==> src/rtl/frame_extrema_tracker_pkg.sv <==
// -----------------------------------------------------------------------------
// extrema_pkg
// Shared types for the frame extrema tracker:
//   - W / CW      : sample width and width of the saturating count/index fields
//   - state_t     : accumulator state (ST_FIRST = no frame open, ST_ACCUM = open)
//   - result_t    : one frame result record (max, min, max_idx, max_ties, cnt)
//   - sat_inc()   : increment that sticks at 2^CW-1 instead of wrapping
// -----------------------------------------------------------------------------
package extrema_pkg;

    localparam int W  = 16;
    localparam int CW = 8;

    localparam logic [CW-1:0] CNT_MAX = '1;

    typedef enum logic {
        ST_FIRST = 1'b0,
        ST_ACCUM = 1'b1
    } state_t;

    typedef struct packed {
        logic [W-1:0]  max;
        logic [W-1:0]  min;
        logic [CW-1:0] max_idx;
        logic [CW-1:0] max_ties;
        logic [CW-1:0] cnt;
    } result_t;

    function automatic logic [CW-1:0] sat_inc(input logic [CW-1:0] v);
        return (v == CNT_MAX) ? v : v + 1'b1;
    endfunction

endpackage

==> src/rtl/frame_extrema_tracker_if.sv <==
// -----------------------------------------------------------------------------
// frame_extrema_tracker_if
// Bundles the sample input stream and the result record output stream.
//   Input stream : in_valid, in_ready, in_data[W], in_last
//   Output stream: out_valid, out_ready, out_max[W], out_min[W],
//                  out_max_idx[CW], out_max_ties[CW], out_cnt[CW]
// Modports: slave  = the tracker itself, master = the surrounding logic/bench.
// -----------------------------------------------------------------------------
interface frame_extrema_tracker_if;
    import extrema_pkg::*;

    logic          in_valid;
    logic          in_ready;
    logic [W-1:0]  in_data;
    logic          in_last;

    logic          out_valid;
    logic          out_ready;
    logic [W-1:0]  out_max;
    logic [W-1:0]  out_min;
    logic [CW-1:0] out_max_idx;
    logic [CW-1:0] out_max_ties;
    logic [CW-1:0] out_cnt;

    modport slave (
        input  in_valid, in_data, in_last, out_ready,
        output in_ready, out_valid, out_max, out_min,
               out_max_idx, out_max_ties, out_cnt
    );

    modport master (
        output in_valid, in_data, in_last, out_ready,
        input  in_ready, out_valid, out_max, out_min,
               out_max_idx, out_max_ties, out_cnt
    );

endinterface

==> src/rtl/frame_extrema_tracker_mag_cmp16.sv <==
// -----------------------------------------------------------------------------
// mag_cmp16
// Combinational unsigned magnitude compare of two W-bit operands.
//   a_i, b_i : operands (unsigned)
//   lt_o     : a < b
//   eq_o     : a == b
//   gt_o     : a > b
// Exactly one output is high for any operand pair.
// -----------------------------------------------------------------------------
module mag_cmp16 #(
    parameter int W = 16
) (
    input  logic [W-1:0] a_i,
    input  logic [W-1:0] b_i,
    output logic         lt_o,
    output logic         eq_o,
    output logic         gt_o
);

    assign lt_o = (a_i < b_i);
    assign eq_o = (a_i == b_i);
    // Derived from the other two so the three outputs are one-hot by construction.
    assign gt_o = !lt_o && !eq_o;

endmodule

==> src/rtl/frame_extrema_tracker.sv <==
// -----------------------------------------------------------------------------
// frame_extrema_tracker
// Streams framed unsigned samples and, at the end of each frame, emits one
// record: max, min, index of the first max, count of samples equal to the max,
// and sample count. Count/index fields saturate at 2^CW-1.
//   clk   : rising-edge clock
//   rst_n : asynchronous active-low reset (drops open frame and pending record)
//   bus   : frame_extrema_tracker_if.slave (sample stream in, record stream out)
// -----------------------------------------------------------------------------
module frame_extrema_tracker
    import extrema_pkg::*;
(
    input  logic                    clk,
    input  logic                    rst_n,
    frame_extrema_tracker_if.slave  bus
);

    state_t  state_q;
    result_t acc_q;
    result_t acc_d;
    result_t res_q;
    logic    out_valid_q;

    logic    in_ready;
    logic    accept;

    logic    max_lt, max_eq, max_gt;
    logic    min_lt, min_eq, min_gt;

    mag_cmp16 #(.W(W)) u_cmp_max (
        .a_i  (bus.in_data),
        .b_i  (acc_q.max),
        .lt_o (max_lt),
        .eq_o (max_eq),
        .gt_o (max_gt)
    );

    mag_cmp16 #(.W(W)) u_cmp_min (
        .a_i  (bus.in_data),
        .b_i  (acc_q.min),
        .lt_o (min_lt),
        .eq_o (min_eq),
        .gt_o (min_gt)
    );

    // A pending record blocks input unless it is being consumed this cycle.
    assign in_ready = !out_valid_q || bus.out_ready;
    assign accept   = bus.in_valid && in_ready;

    // Accumulator value including the presented sample; all terms use the
    // pre-update register contents.
    always_comb begin
        acc_d = acc_q;
        if (state_q == ST_FIRST) begin
            acc_d.max      = bus.in_data;
            acc_d.min      = bus.in_data;
            acc_d.max_idx  = '0;
            acc_d.max_ties = CW'(1);
            acc_d.cnt      = CW'(1);
        end else begin
            // Strict gt keeps max_idx on the first occurrence. cnt_q is itself
            // saturated, so max_idx saturates with it.
            if (max_gt) begin
                acc_d.max      = bus.in_data;
                acc_d.max_idx  = acc_q.cnt;
                acc_d.max_ties = CW'(1);
            end else if (max_eq) begin
                acc_d.max_ties = sat_inc(acc_q.max_ties);
            end
            if (min_lt) begin
                acc_d.min = bus.in_data;
            end
            acc_d.cnt = sat_inc(acc_q.cnt);
        end
    end

    always_ff @(posedge clk or negedge rst_n) begin
        if (!rst_n) begin
            state_q     <= ST_FIRST;
            acc_q       <= '0;
            res_q       <= '0;
            out_valid_q <= 1'b0;
        end else begin
            if (accept) begin
                acc_q   <= acc_d;
                state_q <= bus.in_last ? ST_FIRST : ST_ACCUM;
            end
            // Loading a new record takes priority over clearing a consumed one,
            // which gives zero-bubble back-to-back records.
            if (accept && bus.in_last) begin
                res_q       <= acc_d;
                out_valid_q <= 1'b1;
            end else if (out_valid_q && bus.out_ready) begin
                out_valid_q <= 1'b0;
            end
        end
    end

    assign bus.in_ready     = in_ready;
    assign bus.out_valid    = out_valid_q;
    assign bus.out_max      = res_q.max;
    assign bus.out_min      = res_q.min;
    assign bus.out_max_idx  = res_q.max_idx;
    assign bus.out_max_ties = res_q.max_ties;
    assign bus.out_cnt      = res_q.cnt;

    // Each comparator must report exactly one relation.
    a_cmp_onehot: assert property (@(posedge clk) disable iff (!rst_n)
        $onehot({max_lt, max_eq, max_gt}) && $onehot({min_lt, min_eq, min_gt}));

endmodule

==> src/flat_wrapper.sv <==
// flat-port wrapper written by rule: the top's interface ports become plain ports
module frame_extrema_tracker_flat import extrema_pkg::*;
  (clk, rst_n, bus_in_valid, bus_in_data, bus_in_last, bus_out_ready, bus_in_ready, bus_out_valid, bus_out_max, bus_out_min, bus_out_max_idx, bus_out_max_ties, bus_out_cnt);
  frame_extrema_tracker_if bus_i ();
  input  logic clk;
  input  logic rst_n;
  input wire logic [$bits(bus_i.in_valid)-1:0] bus_in_valid;
  input wire logic [$bits(bus_i.in_data)-1:0] bus_in_data;
  input wire logic [$bits(bus_i.in_last)-1:0] bus_in_last;
  input wire logic [$bits(bus_i.out_ready)-1:0] bus_out_ready;
  output wire logic [$bits(bus_i.in_ready)-1:0] bus_in_ready;
  output wire logic [$bits(bus_i.out_valid)-1:0] bus_out_valid;
  output wire logic [$bits(bus_i.out_max)-1:0] bus_out_max;
  output wire logic [$bits(bus_i.out_min)-1:0] bus_out_min;
  output wire logic [$bits(bus_i.out_max_idx)-1:0] bus_out_max_idx;
  output wire logic [$bits(bus_i.out_max_ties)-1:0] bus_out_max_ties;
  output wire logic [$bits(bus_i.out_cnt)-1:0] bus_out_cnt;
  assign bus_i.in_valid = bus_in_valid;
  assign bus_i.in_data = bus_in_data;
  assign bus_i.in_last = bus_in_last;
  assign bus_i.out_ready = bus_out_ready;
  assign bus_in_ready = bus_i.in_ready;
  assign bus_out_valid = bus_i.out_valid;
  assign bus_out_max = bus_i.out_max;
  assign bus_out_min = bus_i.out_min;
  assign bus_out_max_idx = bus_i.out_max_idx;
  assign bus_out_max_ties = bus_i.out_max_ties;
  assign bus_out_cnt = bus_i.out_cnt;
  frame_extrema_tracker u_core (.clk(clk), .rst_n(rst_n), .bus(bus_i));
endmodule
==> config.mk <==
export PLATFORM = sky130hd
export DESIGN_NAME = frame_extrema_tracker_flat
export DESIGN_NICKNAME = d
export VERILOG_FILES = /design/src/rtl/frame_extrema_tracker_pkg.sv /design/src/rtl/frame_extrema_tracker_if.sv /design/src/rtl/frame_extrema_tracker_mag_cmp16.sv /design/src/rtl/frame_extrema_tracker.sv /design/src/flat_wrapper.sv
export SDC_FILE = /design/constraint.sdc
export NUM_CORES = 1
export LEC_CHECK = 0
export BUFFER_PORTS_ARGS = -buffer_cell sky130_fd_sc_hd__buf_2
export CORE_MARGIN = 4
export CORE_UTILIZATION = 35
export CTS_CLUSTER_SIZE = 14
export DETAILED_ROUTE_END_ITERATION = 8
export PLACE_DENSITY = 0.62
export SKIP_CTS_REPAIR_TIMING = 1
export SYNTH_ARGS = -nofsm -noshare
export SYNTH_HDL_FRONTEND = slang
export SYNTH_HIERARCHICAL = 1
export SYNTH_SLANG_ARGS = --single-unit
==> constraint.sdc <==
create_clock -name clk -period 3.7 [get_ports clk]
set_input_delay 0.37 -clock clk [delete_from_list [all_inputs] [get_ports clk]]
set_output_delay 0.37 -clock clk [all_outputs]
set_load 0.02 [all_outputs]
==> run_results.csv, run 1 <==
group,metric,value,unit
run_status,outcome,"finished, final reports clean",
route,drtAntennaViolNets,0,
power,switching_share,0.344,
cells_and_area,fin_cells,918,
clock_tree,cts_sinks,114,
worst_setup_path,worstPathMaxFanout,26,
synth,postSynthCellCount,614,
die,core_region_area,17200,sq um
power,power_frac_comb,0.326,
sta,tns,0,ps
worst_setup_path,max_stage_delay,690,ps
flow_run,cap_violations,0,
sta,finalCritPeriodShare,0.915,
clock_tree,cts.path.max_buffers,2,
global_route,grt_max_degree,70,
route,drt-initial-drc-count,258,
power,vdd_drop_max,0.000456,V
global_route,grt_overflow,0,
worst_setup_path,end_kind,"flop",
sta,setup_viol,0,
global_route,grt_pass1_wl,24100,um
worst_setup_path,critPathKind,"reg -> reg",
worst_setup_path,rr_startpoint,"u_core/acc_q[54]",
cells_and_area,drive_above_1_share,0.249,
power,p_switching,1940,uW
synth,syn_area,6140,sq um
placed_design,port_buffers,78,
synth,avgSynthCellArea,10.0,sq um
worst_setup_path,cp_top_family,"simple AND/OR/NAND/NOR gates",
power,p_leak,0.00347,uW
worst_setup_path,start_kind,"flop",
die,dieHeight,140,um
worst_setup_path,worstPathArrival,3680,ps
clock_tree,numCtsBuffers,17,
clock_tree,cts_tree,"done",
power,internal-power,3690,uW
worst_setup_path,cp.required,4000,ps
global_route,antenna_found_initial,2,
cells_and_area,nets,734,
cells_and_area,area_delta_synth_final,19.5,%
placed_design,place_congestion,0.749,
route,drt-wirelength-per-cell,15.5,um
worst_setup_path,path_cells,"inv_1 > ha_1 > nand4_2 > or4_4 > a21oi_2 > nor3b_1 > nor2_2 > nand2b_1 > buf_4 > nor3_1 > a22o_1",
synth,yosysWarnings,6,
placed_design,detailed_place_hpwl,10000,um
cells_and_area,nFillCells,1673,
route,drc,0,
worst_hold_path,hold_path.class,"in -> async",
clock_tree,cts_max_level,4,
placed_design,dp_cells,885,
cells_and_area,stdcell_area,7340,sq um
die,die_x,140,um
sta,rsz0062_at_grt,"false",
die,num_rows,48,
worst_setup_path,critPathBufInv,2,
sta,finalMaxSlewViolations,0,
worst_setup_path,ff2ff_path_depth,11,
clock_tree,clk_pin_slew,50,ps
worst_setup_path,reg2reg_slack,320,ps
global_route,grtUsageTotal,0.152,
clock_tree,root_buffer,"clkbuf_16",
die,dieArea,19700,sq um
power,p_per_area,767,nW/um^2
clock_tree,clkLatencyLatePin,410,ps
worst_setup_path,slowest_stage,"nor2_2",
sta,max_freq,295,MHz
sta,skew,8.25,ps
global_route,grt_pass1_vias,4594,
route,vias_per_cell,5.00,
route,first_pass_iters,4,
synth,syn_nets,669,
die,start_util,0.356,
sta,fin_crit,3380,ps
route,routed_wl,14200,um
route,vias,4594,
sta,hold_viol_final,0,
placed_design,dpl_cell_area,6660,sq um
power,p_clk_frac,0.332,
sta,maxSlewHeadroom,0.365,
worst_setup_path,r2r_end,"u_core/acc_q[9]",
sta,tightest_slew,952,ps
power,seqPwrFrac,0.342,
die,ios,79,
## worst register-to-register path, cell delays in order, from the launching register on
cell	delay [ps]
dfrtp_1	360
inv_1	50
ha_1	310
nand4_2	130
or4_4	590
a21oi_2	120
nor3b_1	60
nor2_2	690
nand2b_1	270
buf_4	310
nor3_1	110
a22o_1	260
## worst max path at each step
stage                          start               end  slack [ps]  cells past startpoint
floorplan           u_core/acc_q[54]  u_core/acc_q[47]         820                     12
global placement     bus_in_data[14]   u_core/acc_q[9]         230                     11
detailed placement   bus_in_data[14]   u_core/acc_q[9]         180                     11
CTS                 u_core/acc_q[54]   u_core/acc_q[9]         290                     11
global route        u_core/acc_q[54]   u_core/acc_q[9]          50                     11
finish              u_core/acc_q[54]   u_core/acc_q[9]         320                     11
## placed cells by master, fill, tap and decap left out, types with 7 or more instances in the layout
master	n
mux2i_1	21
nor2b_1	10
buf_2	77
a21oi_1	34
nand2_1	98
buf_4	7
o21ai_0	42
nor2_1	24
nand3_1	10
clkbuf_16	17
mux2_4	10
a31oi_1	27
nand4_1	7
ha_1	34
mux2_2	22
dfrtp_1	114
inv_1	35
o31ai_1	13
## layout make-up
class,instances,area [sq um],area share
inverter,36,135,0.0184
clock inverter,10,203,0.0276
timing repair buffer,85,458,0.0624
antenna,1,2.50,0.000341
multi-input combinational,425,2940,0.400
tap,225,282,0.0383
clock buffer,22,474,0.0646
sequential,114,2850,0.389
## state kept, by name, indices dropped and copies added (netlist names)
name                     count
u_core/bus.out_valid         1
u_core/bus.out_max_ties      8
u_core/bus.out_max          16
u_core/acc_q                56
u_core/bus.out_min          16
u_core/state_q               1
u_core/bus.out_max_idx       8
u_core/bus.out_cnt           8
## routing by layer
layer	share of wire	GRT usage	vias up
met1	0.47	0.198	2187
met3	0.045	0.0461	19
met4	0.012	0.0464	2
met5	0.00091	0	-
li1	-	-	2302
met2	0.48	0.244	84
## power by group through the flow
stage               sequential [uW]  clock, uW  combinational (uW)
finish                         1920       1870                1830
global route                   1980       1970                2060
CTS                            1930       1910                1870
detailed placement             1940          0                1860
global placement               1930          0                1830
floorplan                      2050          0                1230
## metrics by stage
| stage | hold WS (ps) | total power (uW) | utilization | setup WS (ps) |
|---|---|---|---|---|
| finish | 76.2 | 5630 | 0.426 | 316 |
| global route | 151 | 6010 | 0.426 | 49.4 |
| CTS | 133 | 5700 | 0.426 | 291 |
| detailed placement | 465 | 3800 | 0.387 | 179 |
| global placement | 456 | 3770 | 0.387 | 233 |
| floorplan | 74.4 | 3280 | - | 815 |
Note: power is estimated with default switching activity, not from simulation.
==> inputs of run 2 (changes only) <==
--- a/config.mk
+++ b/config.mk
@@ -5,6 +5,7 @@
 export SDC_FILE = /design/constraint.sdc
 export NUM_CORES = 1
 export LEC_CHECK = 0
+export ABC_AREA = 1
 export BUFFER_PORTS_ARGS = -buffer_cell sky130_fd_sc_hd__buf_2
 export CORE_MARGIN = 4
 export CORE_UTILIZATION = 35
==> run 2 against run 1 <==
First-iteration DRC count rose by 38%. Design area rose by 0.58%. Area after synthesis up 0.63%. Worst setup slack better by 300 ps. Register-to-register slack improved by 300 ps. Maximum frequency increased by 9.9%. Cell count increased by 22%. Via count increased by 12%. Sequential cell count unchanged. Power fell by 14%. Critical endpoint is now u_core/acc_q[13]. Largest power group is now clock.
==> run_results.csv, run 2 <==
group,metric,value,unit
cells_and_area,drive_above_1_share,0.170,
sta,rsz0062_at_grt,"false",
cells_and_area,nFillCells,1756,
synth,avgSynthCellArea,7.62,sq um
synth,syn_area,6180,sq um
sta,setup_viol,0,
global_route,antenna_found_initial,0,
route,vias_per_cell,4.61,
flow_run,cap_violations,0,
cells_and_area,final_common_cell,"nand2_1",
power,internal-power,3150,uW
global_route,grtUsageTotal,0.159,
worst_hold_path,hold_path.class,"in -> async",
worst_setup_path,worstPathMaxFanout,34,
clock_tree,clkLatencyLatePin,430,ps
die,dieArea,19900,sq um
sta,tightest_slew,1030,ps
clock_tree,cts_tree,"done",
worst_setup_path,reg2reg_slack,620,ps
worst_setup_path,critPathKind,"reg -> reg",
synth,syn_nets,866,
global_route,grt_max_degree,77,
placed_design,dp_cells,1087,
clock_tree,cts_sinks,114,
cells_and_area,final_util,0.427,
power,p_per_area,657,nW/um^2
worst_setup_path,start_kind,"flop",
worst_setup_path,r2r_end,"u_core/acc_q[13]",
placed_design,place_congestion,0.814,
sta,finalMaxSlewViolations,0,
power,p_clk_frac,0.357,
placed_design,port_buffers,78,
die,ios,79,
sta,tns,0,ps
run_status,outcome,"finished, final reports clean",
sta,maxSlewHeadroom,0.311,
sta,max_freq,325,MHz
sta,hold_viol_final,0,
power,vdd_drop_max,0.000356,V
sta,fin_crit,3080,ps
worst_setup_path,rr_startpoint,"u_core/acc_q[46]",
power,seqPwrFrac,0.351,
route,routed_wl,14900,um
power,switching_share,0.350,
clock_tree,root_buffer,"clkbuf_16",
power,p_switching,1700,uW
synth,yosysWarnings,6,
route,drt-initial-drc-count,355,
clock_tree,cts.path.max_buffers,2,
route,drt-wirelength-per-cell,13.3,um
global_route,grt_pass1_vias,5097,
die,die_x,141,um
die,core_region_area,17300,sq um
synth,postSynthCellCount,811,
cells_and_area,multi_input_area,2750,sq um
clock_tree,numCtsBuffers,17,
worst_setup_path,end_kind,"flop",
die,num_rows,48,
cells_and_area,nets,936,
cells_and_area,largest_register,"u_core/acc_q",
cells_and_area,final_cell_mix,"334 x nand2_1, 114 x dfrtp_1, 98 x inv_1, 77 x buf_2, 51 x o21ai_0",
placed_design,detailed_place_hpwl,10000,um
worst_setup_path,ff2ff_path_depth,16,
cells_and_area,fin_cells,1119,
route,vias,5156,
sta,finalCritPeriodShare,0.832,
power,p_leak,0.00405,uW
cells_and_area,antenna_cells,0,
sta,holdWs,124,ps
route,drtAntennaViolNets,0,
die,dieHeight,141,um
clock_tree,cts_max_level,4,
worst_setup_path,cp.required,4010,ps
cells_and_area,ff_latch_area,2850,sq um
cells_and_area,area_delta_synth_final,19.4,%
cells_and_area,largest_register_ffs,56,
worst_setup_path,worstPathArrival,3390,ps
power,power_frac_comb,0.292,
clock_tree,clk_pin_slew,50,ps
global_route,grt_overflow,0,
route,drc,0,
route,first_pass_iters,7,
global_route,grt_pass1_wl,25300,um
die,start_util,0.357,
sta,skew,11.6,ps
[run 2: layout make-up]
type	count	share of cell area
clock buffers	24	0.0679
clock inverters	8	0.0168
inverters	108	0.0549
multi-input cells	555	0.372
flip-flops and latches	114	0.386
well taps	225	0.0381
repair buffers	85	0.0637
[run 2: worst max-delay path: stages, from the launching register on]
cell and delay [ps]:
dfrtp_1 350, inv_1 70, ha_1 280, nand2_1 70, nor2_1 170, nand2_1 90, nand2_2 60, nand2_1 40
a21oi_1 780, inv_2 80, nand2_1 90, buf_4 320, inv_1 250, nand2_1 120, inv_1 60, nand3_1 60
nand2_1 70
[run 2: power by group through the flow]
stage	Clock, uW	Combinational (uW)	Sequential [uW]
final	1730	1420	1700
after global routing	1840	1630	1750
after CTS	1770	1440	1700
after detailed placement	0	1430	1720
after global placement	0	1410	1720
after floorplan	0	863	1870
[run 2: layer usage]
layer  part of all wire  wire (um)  GRT usage  vias to the layer above
met5                  0          0          0                        -
met4              0.015        221     0.0571                        0
met3              0.039        584     0.0421                       16
met2               0.45       6760      0.249                       86
met1               0.49       7310      0.213                     2379
li1                   -          -          -                     2675
[run 2: worst max-delay path by stage]
stage,start,endpoint,cells after the start
2_1_floorplan,bus_in_data[15],u_core/acc_q[42],13
3_3_place_gp,bus_in_data[7],u_core/acc_q[13],16
3_5_place_dp,bus_in_data[7],u_core/bus.out_max_ties[5],16
4_1_cts,u_core/acc_q[46],u_core/acc_q[13],16
5_1_grt,u_core/acc_q[47],u_core/acc_q[13],16
6_report,u_core/acc_q[46],u_core/acc_q[13],16
[run 2: per-stage QoR]
step	total power (uW)	worst slack [ps]	instance area [sq um]
floorplan	2740	1630	6180
global placement	3130	553	6760
detailed placement	3140	489	6760
CTS	4910	580	7380
global route	5210	235	7380
finish	4850	620	7380
==> inputs of run 3 (changes only) <==
--- a/config.mk
+++ b/config.mk
@@ -5,13 +5,13 @@
 export SDC_FILE = /design/constraint.sdc
 export NUM_CORES = 1
 export LEC_CHECK = 0
-export ABC_AREA = 1
+export ABC_AREA = 0
 export BUFFER_PORTS_ARGS = -buffer_cell sky130_fd_sc_hd__buf_2
 export CORE_MARGIN = 4
 export CORE_UTILIZATION = 35
 export CTS_CLUSTER_SIZE = 14
 export DETAILED_ROUTE_END_ITERATION = 8
-export PLACE_DENSITY = 0.62
+export PLACE_DENSITY = 0.64
 export SKIP_CTS_REPAIR_TIMING = 1
 export SYNTH_ARGS = -nofsm -noshare
 export SYNTH_HDL_FRONTEND = slang
==> constraint.sdc (replaced) <==
create_clock -name clk -period 2.7 [get_ports clk]
set_input_delay 0.27 -clock clk [delete_from_list [all_inputs] [get_ports clk]]
set_output_delay 0.27 -clock clk [all_outputs]
set_load 0.02 [all_outputs]
==> run 3 against run 2 <==
The run now ends with negative setup slack left. Sequential cell count unchanged. Worst setup slack worse by 620 ps. Hold slack better by 42 ps. Critical endpoint is now u_core/acc_q[48]. Maximum frequency up 14%.
==> run_results.csv, run 3 (synthesis results as in run 1) <==
group,metric,value,unit
die,dieHeight,140,um
die,die_x,140,um
route,drc,0,
sta,tightest_slew,803,ps
route,drt-wirelength-per-cell,16.0,um
power,vdd_drop_max,0.000503,V
clock_tree,clkLatencyLatePin,420,ps
sta,skew,9.60,ps
die,core_region_area,17200,sq um
sta,rsz0062_at_grt,"true",
die,ios,79,
cells_and_area,area_delta_synth_final,26.3,%
die,dieArea,19700,sq um
clock_tree,cts_sinks,114,
worst_setup_path,ff2ff_path_depth,11,
placed_design,detailed_place_hpwl,10500,um
clock_tree,root_buffer,"clkbuf_16",
global_route,grt_max_degree,46,
clock_tree,cts_max_level,4,
route,drtAntennaViolNets,0,
sta,max_freq,370,MHz
clock_tree,cts_tree,"done",
worst_setup_path,critPathKind,"reg -> reg",
cells_and_area,largest_register_ffs,56,
placed_design,place_congestion,0.805,
worst_hold_path,whs_path_depth,3,
sta,maxSlewHeadroom,0.463,
cells_and_area,antenna_cells,0,
sta,setup_viol,1,
run_status,violations,"negative setup slack",
sta,fin_crit,2700,ps
worst_hold_path,hold_path.class,"in -> reg",
cells_and_area,drive_above_1_share,0.308,
clock_tree,clk_pin_slew,60,ps
placed_design,post-place-ws,-279,ps
global_route,grt_overflow,0,
run_status,outcome,"finished with violations",
global_route,antenna_found_initial,0,
cells_and_area,nets,780,
sta,finalCritPeriodShare,1.00,
worst_setup_path,end_kind,"flop",
sta,tns,-0.356,ps
clock_tree,numCtsBuffers,17,
global_route,grtUsageTotal,0.160,
power,p_total,7840,uW
clock_tree,cts.path.max_buffers,2,
sta,hold_viol_final,0,
worst_setup_path,cp.required,3010,ps
worst_setup_path,worstPathArrival,3010,ps
route,vias_per_cell,5.07,
global_route,grt_pass1_wl,25300,um
route,drt-initial-drc-count,313,
cells_and_area,final_common_cell,"dfrtp_1",
die,num_rows,48,
power,p_leak,0.00369,uW
sta,fin_ws,-0.356,ps
power,p_per_area,1010,nW/um^2
route,first_pass_iters,5,
worst_setup_path,worstPathMaxFanout,9,
placed_design,port_buffers,78,
worst_setup_path,start_kind,"flop",
die,start_util,0.356,
global_route,grt_pass1_vias,4762,
cells_and_area,largest_register,"u_core/acc_q",
route,routed_wl,15400,um
sta,finalMaxSlewViolations,0,
sta,holdWs,166,ps
route,vias,4881,
flow_run,cap_violations,0,
cells_and_area,final_cell_mix,"114 x dfrtp_1, 98 x nand2_1, 77 x buf_2, 44 x buf_4, 42 x o21ai_0",
run 3: layer usage:
| metal | global-route usage | wire [um] | vias up |
|---|---|---|---|
| li1 | - | - | 2389 |
| met1 | 0.228 | 7650 | 2385 |
| met2 | 0.234 | 6870 | 93 |
| met3 | 0.0464 | 730 | 14 |
| met4 | 0.0495 | 197 | 0 |
| met5 | 0 | 0 | - |
run 3: final timing paths:
path	start	end	slack, ps
worst max-delay path	u_core/acc_q[49]	u_core/acc_q[48]	-0.4
worst min-delay path	bus_in_data[0]	u_core/bus.out_max[0]	170
worst max register to register	u_core/acc_q[49]	u_core/acc_q[48]	-0.4
worst min register to register	u_core/bus.out_min[10]	u_core/bus.out_min[10]	470
max in group asynchronous	rst_n	u_core/bus.out_max_ties[5]	1630
min in group asynchronous	rst_n	u_core/bus.out_valid	390
run 3: where the power goes:
| part | switching (uW) | internal [uW] | total (uW) | leakage (uW) |
|---|---|---|---|---|
| Sequential | 390 | 2230 | 2620 | 0.00141 |
| Clock | 801 | 1350 | 2150 | 0.000271 |
| Combinational | 1660 | 1400 | 3070 | 0.00201 |
run 3: critical path, stage by stage (launching register included):
cell,delay [ps]
dfrtp_1,350
inv_1,70
ha_4,260
nand4_1,130
or4_4,550
a21oi_2,150
nor3b_2,60
nor2_2,180
nand2b_4,200
nand3_4,130
clkbuf_16,210
mux2_2,270
run 3: area by class of cell:
class | instances | area (sq um)
Fill cell | 1633 | 9480
Multi-Input combinational cell | 425 | 3020
Sequential cell | 114 | 2850
Timing Repair Buffer | 131 | 907
Clock buffer | 23 | 488
Tap cell | 225 | 282
Inverter | 36 | 135
Clock inverter | 9 | 80.1
run 3: stage by stage:
stage / cells / area [sq um] / utilization
final: 963 / 7760 / 0.450
after global routing: 963 / 7760 / 0.450
after CTS: 956 / 7590 / 0.440
after detailed placement: 924 / 7020 / 0.407
after global placement: 924 / 7020 / 0.407
after floorplan: 614 / 6160 / -
